--- config.mk ---
export PLATFORM = sky130hd
export DESIGN_NAME = sort4_ctrl
export DESIGN_NICKNAME = d
export VERILOG_FILES = /design/src/rtl/sort4_ctrl.sv
export SDC_FILE = /design/constraint.sdc
export NUM_CORES = 1
export LEC_CHECK = 0
export CAP_MARGIN = 20
export CORE_ASPECT_RATIO = 0.6
export CORE_MARGIN = 3
export CORE_UTILIZATION = 48
export CTS_CLUSTER_SIZE = 25
export DETAILED_ROUTE_END_ITERATION = 12
export DONT_BUFFER_PORTS = 1
export PLACE_DENSITY = 0.67
export SLEW_MARGIN = 20
export SYNTH_ARGS = -nofsm -noshare
export SYNTH_HDL_FRONTEND = slang
export SYNTH_SLANG_ARGS = --single-unit
--- constraint.sdc ---
create_clock -name clk -period 3.8 [get_ports clk]
set_input_delay 0.76 -clock clk [delete_from_list [all_inputs] [get_ports clk]]
set_output_delay 0.76 -clock clk [all_outputs]
set_load 0.1 [all_outputs]
--- src/rtl/sort4_ctrl.sv ---
// Four-element ascending sorter. One shared 4-bit magnitude comparator
// runs a fixed six-step bubble-sort schedule, doing one compare-and-swap
// per cycle. The result and the swap count are published together on the
// final step and held until the next sort completes.
//
// state | meaning
// IDLE  | waiting for start; outputs hold the last completed result
// SORT  | one compare-and-swap step per cycle, steps 0..5
// DONE  | one-cycle completion pulse, then back to IDLE

module sort4_cmp4 (
    input  logic [3:0] a_i,
    input  logic [3:0] b_i,
    output logic       b_gt_o,
    output logic       b_lt_o,
    output logic       eq_o
);
    logic [3:0] e;
    logic [3:0] bg;
    logic [3:0] bl;

    // Bit-level magnitude compare: the most significant differing bit decides.
    always_comb begin
        e  = ~(a_i ^ b_i);
        bg = ~a_i & b_i;
        bl = a_i & ~b_i;
        b_gt_o = bg[3] | (e[3] & bg[2]) | (e[3] & e[2] & bg[1]) | (e[3] & e[2] & e[1] & bg[0]);
        b_lt_o = bl[3] | (e[3] & bl[2]) | (e[3] & e[2] & bl[1]) | (e[3] & e[2] & e[1] & bl[0]);
        eq_o   = &e;
    end
endmodule

module sort4_ctrl (
    input  logic       clk,
    input  logic       rst,
    input  logic       start,
    input  logic [3:0] d0,
    input  logic [3:0] d1,
    input  logic [3:0] d2,
    input  logic [3:0] d3,
    output logic [3:0] s0,
    output logic [3:0] s1,
    output logic [3:0] s2,
    output logic [3:0] s3,
    output logic [2:0] swaps,
    output logic       busy,
    output logic       done
);
    typedef enum logic [1:0] {IDLE, SORT, DONE} state_t;

    state_t     state_q, state_d;
    logic [3:0] w0_q, w1_q, w2_q, w3_q;
    logic [3:0] w0_d, w1_d, w2_d, w3_d;
    logic [2:0] step_q, step_d;
    logic [2:0] acc_q, acc_d;
    logic [3:0] s0_q, s1_q, s2_q, s3_q;
    logic [3:0] s0_d, s1_d, s2_d, s3_d;
    logic [2:0] swaps_q, swaps_d;

    logic [3:0] cmp_a, cmp_b;
    logic       b_gt, b_lt, eq;
    logic       do_swap;

    // Route the step's pair to the shared comparator: a = lower index, b = higher.
    always_comb begin
        cmp_a = w0_q;
        cmp_b = w1_q;
        case (step_q)
            3'd1, 3'd4: begin cmp_a = w1_q; cmp_b = w2_q; end
            3'd2:       begin cmp_a = w2_q; cmp_b = w3_q; end
            default:    begin cmp_a = w0_q; cmp_b = w1_q; end
        endcase
    end

    sort4_cmp4 u_cmp (
        .a_i    (cmp_a),
        .b_i    (cmp_b),
        .b_gt_o (b_gt),
        .b_lt_o (b_lt),
        .eq_o   (eq)
    );

    // Swap only on an unambiguous b-smaller result; ties never swap, keeping the sort stable.
    assign do_swap = b_lt & ~b_gt & ~eq;

    // Next-state, working-register and result-register logic.
    always_comb begin
        state_d = state_q;
        w0_d    = w0_q;
        w1_d    = w1_q;
        w2_d    = w2_q;
        w3_d    = w3_q;
        step_d  = step_q;
        acc_d   = acc_q;
        s0_d    = s0_q;
        s1_d    = s1_q;
        s2_d    = s2_q;
        s3_d    = s3_q;
        swaps_d = swaps_q;
        case (state_q)
            IDLE: begin
                if (start) begin
                    w0_d    = d0;
                    w1_d    = d1;
                    w2_d    = d2;
                    w3_d    = d3;
                    step_d  = 3'd0;
                    acc_d   = 3'd0;
                    state_d = SORT;
                end
            end
            SORT: begin
                step_d = step_q + 3'd1;
                if (do_swap) begin
                    acc_d = acc_q + 3'd1;
                    case (step_q)
                        3'd1, 3'd4: begin w1_d = cmp_b; w2_d = cmp_a; end
                        3'd2:       begin w2_d = cmp_b; w3_d = cmp_a; end
                        default:    begin w0_d = cmp_b; w1_d = cmp_a; end
                    endcase
                end
                if (step_q == 3'd5) begin
                    // Publish including this final step's swap.
                    s0_d    = w0_d;
                    s1_d    = w1_d;
                    s2_d    = w2_d;
                    s3_d    = w3_d;
                    swaps_d = acc_d;
                    step_d  = 3'd0;
                    state_d = DONE;
                end
            end
            DONE: begin
                state_d = IDLE;
            end
            default: begin
                state_d = IDLE;
            end
        endcase
    end

    // State and datapath registers with synchronous reset.
    always_ff @(posedge clk) begin
        if (rst) begin
            state_q <= IDLE;
            w0_q    <= 4'd0;
            w1_q    <= 4'd0;
            w2_q    <= 4'd0;
            w3_q    <= 4'd0;
            step_q  <= 3'd0;
            acc_q   <= 3'd0;
            s0_q    <= 4'd0;
            s1_q    <= 4'd0;
            s2_q    <= 4'd0;
            s3_q    <= 4'd0;
            swaps_q <= 3'd0;
        end else begin
            state_q <= state_d;
            w0_q    <= w0_d;
            w1_q    <= w1_d;
            w2_q    <= w2_d;
            w3_q    <= w3_d;
            step_q  <= step_d;
            acc_q   <= acc_d;
            s0_q    <= s0_d;
            s1_q    <= s1_d;
            s2_q    <= s2_d;
            s3_q    <= s3_d;
            swaps_q <= swaps_d;
        end
    end

    assign s0    = s0_q;
    assign s1    = s1_q;
    assign s2    = s2_q;
    assign s3    = s3_q;
    assign swaps = swaps_q;
    assign busy  = (state_q == SORT);
    assign done  = (state_q == DONE);
endmodule
==> Word level (Yosys, flattened, before mapping) <==
Cells that the tools add are included.
{ "totals": {"ff_bits": 43, "inputBits": 19, "output_inout_bits": 21, "elab_cells": 80} }
{ "classes": {"n_addsub": 2, "n_eq_ne": 8, "mux": 26, "bitwise_logic": 24, "n_reduce_logical": 8} }
{ "ops": {"columns": ["operator", "count"], "rows": [
  ["4-bit one-hot mux with 2 select lines", 8],
  ["4-bit two-way mux", 10],
  ["4-bit inverter", 3],
  ["3-bit one-hot mux with 2 select lines", 2],
  ["1-bit AND", 10],
  ["3-bit two-way mux", 3],
  ["4-bit AND", 2],
  ["3-bit by 1-bit adder with 3-bit output, second input constant", 2],
  ["3-bit equality test, second input constant", 2],
  ["1-bit bitwise OR", 6],
  ["2-bit AND reduction", 3],
  ["2-bit two-way mux", 2],
  ["2-bit one-hot mux with 2 select lines", 1],
  ["4-bit AND reduction", 1],
  ["4-bit bitwise XOR", 1],
  ["3-bit by 1-bit equality test with 1-bit output, second input constant", 1],
  ["3-bit by 2-bit equality test with 1-bit output, second input constant", 1],
  ["3-bit OR reduction", 1],
  ["2-bit by 1-bit equality test with 1-bit output, second input constant", 1],
  ["2-bit equality test, second input constant", 1],
  ["2-bit logical NOT", 1],
  ["2-bit by 1-bit inequality test with 1-bit output, second input constant", 1],
  ["2-bit inequality test, second input constant", 1],
  ["1-bit inverter", 2],
  ["other kinds (2)", 2]
]} }

==> Longest topological paths before layout <==
Gate-level depths: netlist (run 1).
{ "logic_depth": {"depth_word": 14, "mapped_depth": 18, "ltp_nobuf": 15} }

==> Cells and area by module <==
Synthesis (run 1) repeated with hierarchy kept, for this count alone.
{ "unflattened": {"hier_cells": 309, "area_unflattened_um2": 2597.5} }
{ "by_module_without_submodules": {"columns": ["module", "instances", "cells_per_inst", "area_per_inst_um2", "seq_area_each_um2"], "rows": [
  ["sort4_ctrl", 1, 285, 2423.6, 860.8],
  ["sort4_cmp4", 1, 24, 173.9, 0.0]
]} }

==> Least setup slack after synthesis (run 1) <==
No wires, ideal clock.
{ "synth_path": {"kind": "reg2reg", "from": "register step_q[0]", "to": "register w0_q[0]", "setup_time_ns": 0.122, "arrival_ns": 3.142, "t_required_ns": 3.678, "setup_slack_ns": 0.536, "path_stages_with_launch": 17, "path_buffers": 3, "period_less_slack_ns": 3.264, "cell_sequence": "dfxtp_1 clkbuf_1 buf_1 clkbuf_1 a21oi_1 a21oi_1 nor2_1 a221o_1 inv_1 ha_1 nor2_1 nor2_1 nor2_1 a211o_1 o211ai_4 or2_2 a311o_1"} }
{ "synth_between": {"elab_chain_cells": 14, "elab_cells_between_ends": 35} }
{ "synth_lines": {"columns": ["item", "line_no", "rtl"], "rows": [
  ["start: declaration", "54", "logic [2:0] step_q, step_d;"],
  ["start signal: assignment", "163", "step_q <= step_d;"],
  ["3-bit by 1-bit equality test with 1-bit output or 3-bit equality test (tied branches)", "68, 116", null],
  ["2-bit OR reduction", "68", "case (step_q)"],
  ["4-bit one-hot mux with 2 select lines", "68", null],
  ["4-bit bitwise XOR or 4-bit inverter (tied branches)", "24, 25", null],
  ["4-bit inverter or 4-bit AND (tied branches)", "24, 25", null],
  ["1-bit AND (on tied branches)", "27, 28", null],
  ["1-bit bitwise OR (tied with other cells)", "27", "b_gt_o = bg[3] | (e[3] & bg[2]) | (e[3] & e[2] & bg[1]) | (e[3] & e[2] & e[1] & bg[0]);"],
  ["1-bit bitwise OR or 1-bit AND (tied branches)", "27", null],
  ["1-bit bitwise OR", "27", null],
  ["1-bit inverter", "84", "assign do_swap = b_lt & ~b_gt & ~eq;"],
  ["1-bit AND (2 in series)", "84", null],
  ["4-bit two-way mux *", "114", "if (do_swap) begin"],
  ["4-bit one-hot mux with 2 select lines *", "100", "case (state_q)"],
  ["end signal: assignment", "159", "w0_q <= w0_d;"],
  ["end: declaration", "52", "logic [3:0] w0_q, w1_q, w2_q, w3_q;"]
]} }
Every way passes the cells marked *; elsewhere a longest branch is shown, timed or not.
A chain may end at the register's enable or synchronous reset.

==> Worst setup path after layout (run 1) <==
{ "layout_path": {"from": "register step_q[2]", "to": "register swaps_q[1] (netlist: swaps[1])"} }
{ "layout_between": {"elab_chain_cells": 13, "elab_cells_between_ends": 34} }
{ "layout_lines": {"columns": ["item", "line_no", "rtl"], "rows": [
  ["3-bit by 1-bit equality test with 1-bit output or 3-bit equality test (tied branches)", "68", null],
  ["2-bit OR reduction", "68", null],
  ["4-bit one-hot mux with 2 select lines", "68", null],
  ["4-bit bitwise XOR or 4-bit inverter (tied branches)", "24, 25", null],
  ["4-bit inverter or 4-bit AND (tied branches)", "24, 25", null],
  ["1-bit AND (on tied branches)", "27, 28", null],
  ["1-bit bitwise OR (tied with other cells)", "27", null],
  ["1-bit bitwise OR or 1-bit AND (tied branches)", "27", null],
  ["1-bit bitwise OR", "27", null],
  ["1-bit inverter", "84", null],
  ["1-bit AND (2 in series)", "84", null],
  ["3-bit two-way mux", "114", null],
  ["end signal: assignment", "169", "swaps_q <= swaps_d;"],
  ["end: declaration", "58", "logic [2:0] swaps_q, swaps_d;"]
]} }
Several ways; a longest one is shown, not always the timed one.

==> summary.txt, run 1 <==
Critical path
  • Data arrival, critical path: 3.56 ns
  • WS Path Type: flop to flop
  • Worst reg-to-reg setup slack: 0.37 ns
  • Worst Setup End Kind: flop
  • Worst Reg-to-Reg Cells: 13
  • Worst R2R Start: step_q[2]
  • Worst Setup Start Kind: flop
  • RR Endpoint: swaps[1]
  • Worst Path Required: 3.93 ns
  • Worst Path Max Fanout: 19

Placement
  • DP Wirelength: 5910 um
  • DP Area: 2810 sq um
  • Port Buffers: 0
  • RD Place Congestion: 0.930

Pwr
  • Leak pwr: 1.06 nW
  • Switching Share: 36.1%
  • Net switching power: 0.411 mW
  • Int Power: 0.729 mW
  • Max VDD drop: 180 uV
  • PwrDens: 393 nW/um^2
  • Logic gate share of total power: 28.9%
  • Clock group share of total power: 25.4%
  • Part of the power in registers: 45.8%

Layout
  • Area Overhead vs Synth: 3.58%
  • Post-route cell area: 2900 sq um
  • Layout cells sized above 1: 6.96%
  • # diodes: 0
  • Layout net count: 382

Routing
  • Via density: 6.36
  • WL final: 8120 um
  • Initial drt markers: 281
  • DR DRC count: 0
  • First-pass DRT Iterations: 5
  • Routed vias: 2771
  • WL per Instance: 18.6 um
  • Number of routed nets with antenna violations: 0

Clock network
  • TritonCTS clock tree: built
  • Hold bufs inserted after CTS: 0
  • CTS Root Cell: clkbuf_8
  • Clk sinks: 43
  • Deepest clock path buffer count: 2
  • CTS clock-pin slew for the worst setup and hold paths: 0.08 ns
  • Num CTS Buffers: 5
  • Worst skew pair latency: 0.29 ns
  • PostCTS Resize Cnt: 0
  • Max H-tree Level: 2
  • Post-CTS Setup Bufs: 0

Yosys
  • Syn Nets: 397
  • Seq cells post-synth: 43
  • Synth area leaders: dfxtp_1 (31%), nor2_1 (6.7%), nand2_1 (6.0%), a21oi_1 (4.8%), mux2i_1 (4.3%)
  • Cells after Synth: 373
  • Xor-xnor portion of the synthesized cell area: 0.626%
  • Cell taking the most area after synthesis: dfxtp_1
  • Number of synthesized flops with an enable pin: 0
  • FFs w/ async S/R, synth: 0%
  • Adder-Cell Fraction of Synth Area: 2.64%
  • Syn avg cell area: 7.50 sq um
  • Ys flop type: dfxtp_1
  • Top cell type's share of synthesized area: 30.8%
  • Register area share after synthesis: 30.8%
  • Cell Area, Synth: 2800 sq um
  • Netlist cell types: 49
  • Mux share of post-synthesis cell area: 4.69%
  • Synth Area in Compound Gates: 30.2%
  • Ys Warns: 0
  • Post-synthesis simple-gate area fraction: 23.9%
  • Largest family of logic cells by synthesized area: compound AO/OA/AOI/OAI gates

Timing
  • Final period utilization: 90.2%
  • Relative slew slack: 25.6%
  • Fmax: 0.292 GHz
  • Post-layout min period: 3.43 ns
  • RSZ-0062 raised after global routing: false
  • Setup_tns: 0 ns
  • Final Setup Violations: 0
  • Max Clock Skew: 0.00538 ns
  • Pins Over Slew Limit: 0
  • Fin. Hold Viols: 0
  • Slew of the pin with the lowest slew margin: 1.11 ns

Floorplanning
  • Die X: 105 um
  • Die area: 6810 sq um
  • Die Height: 65.2 um
  • Core area: 5330 sq um
  • Initial Utilization: 52.5%
  • I/O pin cnt: 40
  • Row count: 20

Global routing
  • Total GRT Usage: 23.8%
  • First-pass GRT wire length: 13100 um
  • Vias in the first global route: 2417
  • Initial antenna violation count: 0
  • Grt total ovfl: 0
  • Largest net degree at the start of global routing: 44

Min path
  • Hold path depth: 2
  • HP Class: flop to flop
  • Endpoint, Worst Hold: acc_q[2]
  • Hold Crit Start: acc_q[2]

Flow run
  • Max-Cap Viols: 0

Status
  • Outcome: finished clean
## sequential cells by signal, indices dropped and copies added, names as in the netlist, 4 cells and up
| name | cells |
|---|---|
| s3 | 4 |
| s1 | 4 |
| w1_q | 4 |
| s2 | 4 |
| s0 | 4 |
| w2_q | 4 |
| w0_q | 4 |
| w3_q | 4 |
## metrics by stage
stage	worst slack [ns]	total power, mW	instances	utilization, %	hold slack (ns)
after floorplan	0.536	0.791	373	-	0.466
after CTS	0.421	1.14	436	54.4	0.510
after global placement	0.512	0.847	428	52.8	0.483
after detailed placement	0.462	0.850	428	52.8	0.499
final	0.374	1.14	436	54.4	0.517
after global routing	0.0675	1.20	436	54.4	0.510
## placed cells by master, fill, tap and decap left out, drive strengths merged, types with 10 or more instances in the layout
cell type,instances
a211oi,12
a21oi,27
a22oi,11
buf,10
dfxtp,43
inv,11
mux2i,12
nand2,45
nor2,50
o21ai,18
## routing by layer
metal | GRT usage, % | wire length, um | vias up
met5 | 0 | 0 | -
met4 | 5.24 | 95 | 0
met3 | 7.16 | 903 | 10
met2 | 32.0 | 3120 | 149
met1 | 36.7 | 4000 | 1285
li1 | - | - | 1327
## synthesized netlist by cell type, types with 6 or more instances
cell type   n
nor4_1      7
o21ai_0    18
dfxtp_1    43
mux2i_1    12
nor3_1      6
nor2_1     50
or3_1       6
nand3_1     7
inv_1      11
a22oi_1    11
a21oi_1    27
nand2_1    45
clkbuf_1   24
o22ai_1     6
a211oi_1   12
nor2b_1     9
o211ai_1    8
and3_1      7
## kinds of logic after synthesis
group,count (synthesis)
flops,43
fa+ha+maj,6
simple gates,147
compound gates,119
mux,13
xor+xnor,2
buf+inv,43
## worst max path at each step
stage / from / end / slack [ns]
final: step_q[2] / swaps[1] / 0.37
after global routing: step_q[2] / swaps[1] / 0.07
after CTS: step_q[2] / swaps[1] / 0.42
after detailed placement: step_q[2] / swaps[1] / 0.46
after global placement: step_q[2] / w3_q[3] / 0.51
after floorplan: step_q[0] / w0_q[0] / 0.54
## power by group through the flow
| stage | logic, mW | registers (mW) | clock network (mW) |
|---|---|---|---|
| floorplan | 0.291 | 0.500 | 0 |
| global placement | 0.316 | 0.531 | 0 |
| detailed placement | 0.321 | 0.530 | 0 |
| CTS | 0.323 | 0.519 | 0.294 |
| global route | 0.359 | 0.526 | 0.316 |
| finish | 0.330 | 0.522 | 0.289 |
## final cells by class
type	instances	area (sq um)
inverter	11	41.3
clock buffer	6	72.6
sequential	43	861
clock inverter	2	12.5
tap	77	96.3
fill	522	2430
timing repair buffer	10	75.1
multi-input combinational	287	1740
## critical path, cell delays in order (launching register included)
cell,delay (ns)
dfxtp_1,0.59
nor2b_1,0.14
a211oi_1,0.26
a211oi_1,0.10
a211oi_1,0.30
inv_1,0.08
ha_1,0.21
nor2_1,0.18
nor3_1,0.07
a21bo_1,0.20
o211ai_4,0.53
buf_4,0.31
mux2i_1,0.20
a211oi_1,0.09
No activity file was read; power rests on OpenSTA's default activity.
==> run 2, diff against run 1 <==
--- a/config.mk
+++ b/config.mk
@@ -13,6 +13,7 @@
 export DETAILED_ROUTE_END_ITERATION = 12
 export DONT_BUFFER_PORTS = 1
 export PLACE_DENSITY = 0.67
+export RECOVER_POWER = 50
 export SLEW_MARGIN = 20
 export SYNTH_ARGS = -nofsm -noshare
 export SYNTH_HDL_FRONTEND = slang
==> summary.txt, run 2 (synthesized netlist as in run 1, its figures left out) <==
Clock network
  • Num CTS Buffers: 5
  • Worst skew pair latency: 0.29 ns
  • Deepest clock path buffer count: 2
  • PostCTS Resize Cnt: 0
  • CTS clock-pin slew for the worst setup and hold paths: 0.09 ns
  • Post-CTS Setup Bufs: 0
  • TritonCTS clock tree: built
  • Hold bufs inserted after CTS: 0
  • CTS Root Cell: clkbuf_8
  • Clk sinks: 43
  • Max H-tree Level: 2

Placement
  • DP Area: 2810 sq um
  • Port Buffers: 0
  • DP Wirelength: 5910 um
  • RD Place Congestion: 0.930
  • Placement Setup Slack: 0.462 ns

Critical path
  • Worst reg-to-reg setup slack: 0.33 ns
  • Worst Reg-to-Reg Cells: 6
  • Worst Path Max Fanout: 15
  • Worst Path Required: 4.02 ns
  • Data arrival, critical path: 3.69 ns
  • RR Endpoint: w2_q[2]
  • Worst Setup Start Kind: flop
  • Critical Path Start: state_q[1]
  • Worst Setup End Kind: flop
  • Worst R2R Start: state_q[1]
  • WS Path Type: flop to flop

Global routing
  • GR peak layer: met1
  • GR Util met2: 32.0%
  • First-pass GRT wire length: 13100 um
  • Met1 global-route usage: 36.7%
  • Grt total ovfl: 0
  • Vias in the first global route: 2417
  • GR met3 Demand/Resource: 7.16%
  • Largest net degree at the start of global routing: 44
  • Initial antenna violation count: 0
  • Total GRT Usage: 23.8%

Floorplanning
  • Initial Utilization: 52.5%
  • Row count: 20
  • Die X: 105 um
  • Die area: 6810 sq um
  • Die Height: 65.2 um
  • Core area: 5330 sq um
  • I/O pin cnt: 40

Layout
  • Layout cells sized above 1: 6.13%
  • Commonest non-fill, non-tap cell in the layout: nor2_1
  • Layout net count: 382
  • # diodes: 0
  • Most frequent cells in the layout: nor2_1 (50), nand2_1 (45), dfxtp_1 (43)
  • Post-route cell area: 2890 sq um
  • Post-Route Utilization: 54.2%
  • Area Overhead vs Synth: 3.22%

Timing
  • RSZ-0062 raised after global routing: false
  • Pins Over Slew Limit: 11
  • Fmax: 0.288 GHz
  • Slew of the pin with the lowest slew margin: 1.90 ns
  • Final period utilization: 91.3%
  • Setup_tns: 0 ns
  • Final Setup Violations: 0
  • Post-layout min period: 3.47 ns
  • Max Clock Skew: 0.00548 ns
  • Relative slew slack: -26.8%
  • Fin. Hold Viols: 0
  • Hold slack final: 0.518 ns
  • Final worst setup slack: 0.332 ns

Pwr
  • Max VDD drop: 184 uV
  • PwrDens: 396 nW/um^2
  • Leak pwr: 1.06 nW

Routing
  • Routed vias: 2776
  • WL per Instance: 18.6 um
  • First-pass DRT Iterations: 5
  • Initial drt markers: 282
  • WL final: 8110 um
  • Via density: 6.37
  • DR DRC count: 0
  • Number of routed nets with antenna violations: 0

Min path
  • Hold path depth: 2
  • HP Class: flop to flop
  • Hold Crit Start: acc_q[1]
  • Endpoint, Worst Hold: acc_q[1]

Status
  • Outcome: finished, violations left
  • Failing checks: capacitance limit, slew limit

Flow run
  • Max-Cap Viols: 2
==> run 2: cell count changes in the layout (fill, tap and decap cells not counted), sizes merged <==
cell	delta
buf	-2
clkbuf	+2
==> run 2: per-stage QoR <==
step	instances	power [mW]
4_1_cts	436	1.14
3_5_place_dp	428	0.850
5_1_grt	436	1.20
3_3_place_gp	428	0.847
2_1_floorplan	373	0.791
6_report	436	1.14
==> run 2: how the worst max path moves through the flow <==
| stage | to | slack [ns] |
|---|---|---|
| 2_1_floorplan | w0_q[0] | 0.54 |
| 3_3_place_gp | w3_q[3] | 0.51 |
| 3_5_place_dp | swaps[1] | 0.46 |
| 4_1_cts | swaps[1] | 0.42 |
| 5_1_grt | swaps[1] | 0.07 |
| 6_report | w2_q[2] | 0.33 |
==> run 2: area by class of cell <==
class                      count  area, sq um
clock inverter                 2         12.5
fill                         523         2440
tap                           77         96.3
multi-input combinational    287         1740
clock buffer                   6         72.6
inverter                      11         41.3
sequential                    43          861
timing repair buffer          10         67.6
==> run 2: routing by layer <==
metal / up-vias / share of wire [%]
met4: 0 / 1.4
met1: 1277 / 47
met2: 158 / 39
met5: - / 0
li1: 1329 / -
met3: 12 / 13
==> run 2: worst max-delay path, cell delays in order (launching register included) <==
cell and delay, ns:
dfxtp_1 0.33, nand2b_1 0.45, inv_1 0.34, clkbuf_1 1.20, nand2_1 0.48, or3_1 0.50
o211ai_1 0.09
==> run 2: power by group <==
group | internal (mW) | switching [mW]
clock network | 0.129 | 0.165
registers | 0.471 | 0.0508
logic | 0.128 | 0.200
==> run 3, diff against run 2 <==
--- a/config.mk
+++ b/config.mk
@@ -8,11 +8,11 @@
 export CAP_MARGIN = 20
 export CORE_ASPECT_RATIO = 0.6
 export CORE_MARGIN = 3
-export CORE_UTILIZATION = 48
+export CORE_UTILIZATION = 62
 export CTS_CLUSTER_SIZE = 25
 export DETAILED_ROUTE_END_ITERATION = 12
 export DONT_BUFFER_PORTS = 1
-export PLACE_DENSITY = 0.67
+export PLACE_DENSITY = 0.82
 export RECOVER_POWER = 50
 export SLEW_MARGIN = 20
 export SYNTH_ARGS = -nofsm -noshare
==> summary.txt, run 3 (synthesized netlist as in run 1, its figures left out) <==
Placement
  • Port Buffers: 0
  • DP Wirelength: 5550 um
  • RD Place Congestion: 0.954
  • Placement Setup Slack: 0.331 ns
  • Placed Instances: 412

Timing
  • Final Setup Violations: 0
  • Hold slack final: 0.516 ns
  • Fmax: 0.292 GHz
  • Final period utilization: 90.1%
  • RSZ-0062 raised after global routing: false
  • Fin. Hold Viols: 0
  • Relative slew slack: -26.7%
  • Final worst setup slack: 0.377 ns
  • Post-layout min period: 3.42 ns
  • Slew of the pin with the lowest slew margin: 1.90 ns
  • Setup_tns: 0 ns
  • Max Clock Skew: 0.00814 ns
  • Pins Over Slew Limit: 1

Global routing
  • Grt total ovfl: 0
  • GR peak layer: met1
  • Met1 global-route usage: 43.6%
  • Vias in the first global route: 2532
  • GR Util met2: 42.7%
  • GR met3 Demand/Resource: 9.21%
  • Largest net degree at the start of global routing: 44
  • Total GRT Usage: 30.2%
  • Initial antenna violation count: 0
  • First-pass GRT wire length: 12800 um

Routing
  • Via density: 6.81
  • Routed vias: 2868
  • First-pass DRT Iterations: 5
  • Number of routed nets with antenna violations: 0
  • WL per Instance: 19.3 um
  • DR DRC count: 0
  • Initial drt markers: 374
  • WL final: 8130 um

Critical path
  • Worst reg-to-reg setup slack: 0.38 ns
  • CP bufs+invs: 2
  • Worst Path Required: 3.99 ns
  • Worst Setup End Kind: flop
  • Slowest stage delay, CP: 0.56 ns
  • Worst-path cell chain: buf_12, nor2b_1, a21oi_1, nor2_1, a221o_1, inv_1, ha_1, nor2_1, nor2_1, nor2_1, a211o_1, o211ai_4, or2_2, a311o_1
  • CP delay by family, top: simple AND/OR/NAND/NOR gates
  • Slowest CP cell: dfxtp_1
  • Worst Path Max Fanout: 25
  • Worst Reg-to-Reg Cells: 14
  • Worst Setup Start Kind: flop
  • WS Path Type: flop to flop
  • Data arrival, critical path: 3.62 ns
  • Crit-path most repeated cell: nor2_1
  • RR Endpoint: w0_q[0]
  • Worst R2R Start: step_q[0]

Min path
  • Hold Crit Start: acc_q[1]
  • Hold path depth: 2
  • Endpoint, Worst Hold: acc_q[1]
  • HP Class: flop to flop

Pwr
  • PwrDens: 420 nW/um^2
  • Max VDD drop: 257 uV
  • Leak pwr: 1.09 nW

Clock network
  • CTS clock-pin slew for the worst setup and hold paths: 0.09 ns
  • Num CTS Buffers: 5
  • Max H-tree Level: 2
  • Worst skew pair latency: 0.30 ns
  • Deepest clock path buffer count: 2
  • Clk sinks: 43
  • TritonCTS clock tree: built
  • PostCTS Resize Cnt: 0
  • CTS Root Cell: clkbuf_8
  • Post-CTS Setup Bufs: 0

Floorplanning
  • Die X: 92.7 um
  • Core area: 4230 sq um
  • Die area: 5380 sq um
  • Row count: 18
  • Initial Utilization: 66.1%
  • I/O pin cnt: 40
  • Die Height: 58.0 um

Layout
  • Layout net count: 384
  • # diodes: 0
  • Commonest non-fill, non-tap cell in the layout: nor2_1
  • Layout cells sized above 1: 7.48%
  • FF+latch area: 861 sq um
  • Area occupied by multi-input gates: 1750 sq um
  • Most frequent cells in the layout: nor2_1 (50), nand2_1 (45), dfxtp_1 (43)
  • Final Non-Filler Cells: 421
  • Area Overhead vs Synth: 4.87%
  • Number of fill cells: 376

Status
  • Failing checks: capacitance limit, slew limit
  • Outcome: finished, violations left

Flow run
  • Max-Cap Viols: 1
## run 3: what timing repair did
action / 4_1_cts / 5_1_grt
endpoints found under the setup margin: 0 / 4
hold endpoints to repair: 0 / 0
hold buffers: 0 / 0
## run 3: worst min-delay path: stages (launching register included)
cell	delay, ns
dfxtp_1	0.35
nand2_1	0.07
a31oi_1	0.06
## run 3: report_power, final
part	internal, mW	leakage [nW]	switching, mW
registers	0.471	0.350	0.0516
clock network	0.196	0.0581	0.169
logic	0.130	0.687	0.215
total	0.797	1.09	0.435
## run 3: worst max-delay path by stage
stage	cells past startpoint	end	start
2_1_floorplan	16	w0_q[0]	step_q[0]
3_3_place_gp	14	s1[3]	step_q[0]
3_5_place_dp	14	s1[0]	step_q[0]
4_1_cts	14	s1[0]	step_q[0]
5_1_grt	14	s0[1]	step_q[0]
6_report	14	w0_q[0]	step_q[0]
## run 3: area by class of cell
| type | instances | area share [%] |
|---|---|---|
| Multi-Input combinational cell | 288 | 59.6 |
| Sequential cell | 43 | 29.3 |
| Timing Repair Buffer | 11 | 3.24 |
| Tap cell | 60 | 2.56 |
| Clock buffer | 5 | 2.34 |
| Clock inverter | 3 | 1.49 |
| Inverter | 11 | 1.41 |
## run 3: metrics by stage
| step | power, mW | utilization (%) | instance area, sq um |
|---|---|---|---|
| 3_3_place_gp | 0.840 | 66.4 | 2810 |
| 2_1_floorplan | 0.791 | - | 2800 |
| 4_1_cts | 1.20 | 69.1 | 2930 |
| 5_1_grt | 1.28 | 69.3 | 2940 |
| 6_report | 1.23 | 69.3 | 2940 |
| 3_5_place_dp | 0.842 | 66.4 | 2810 |
## run 3: layer usage
layer  vias to the layer above  wire length, um
li1                       1337                -
met1                      1306             3470
met2                       203             3260
met3                        22             1230
met4                         0              176
met5                         -                0
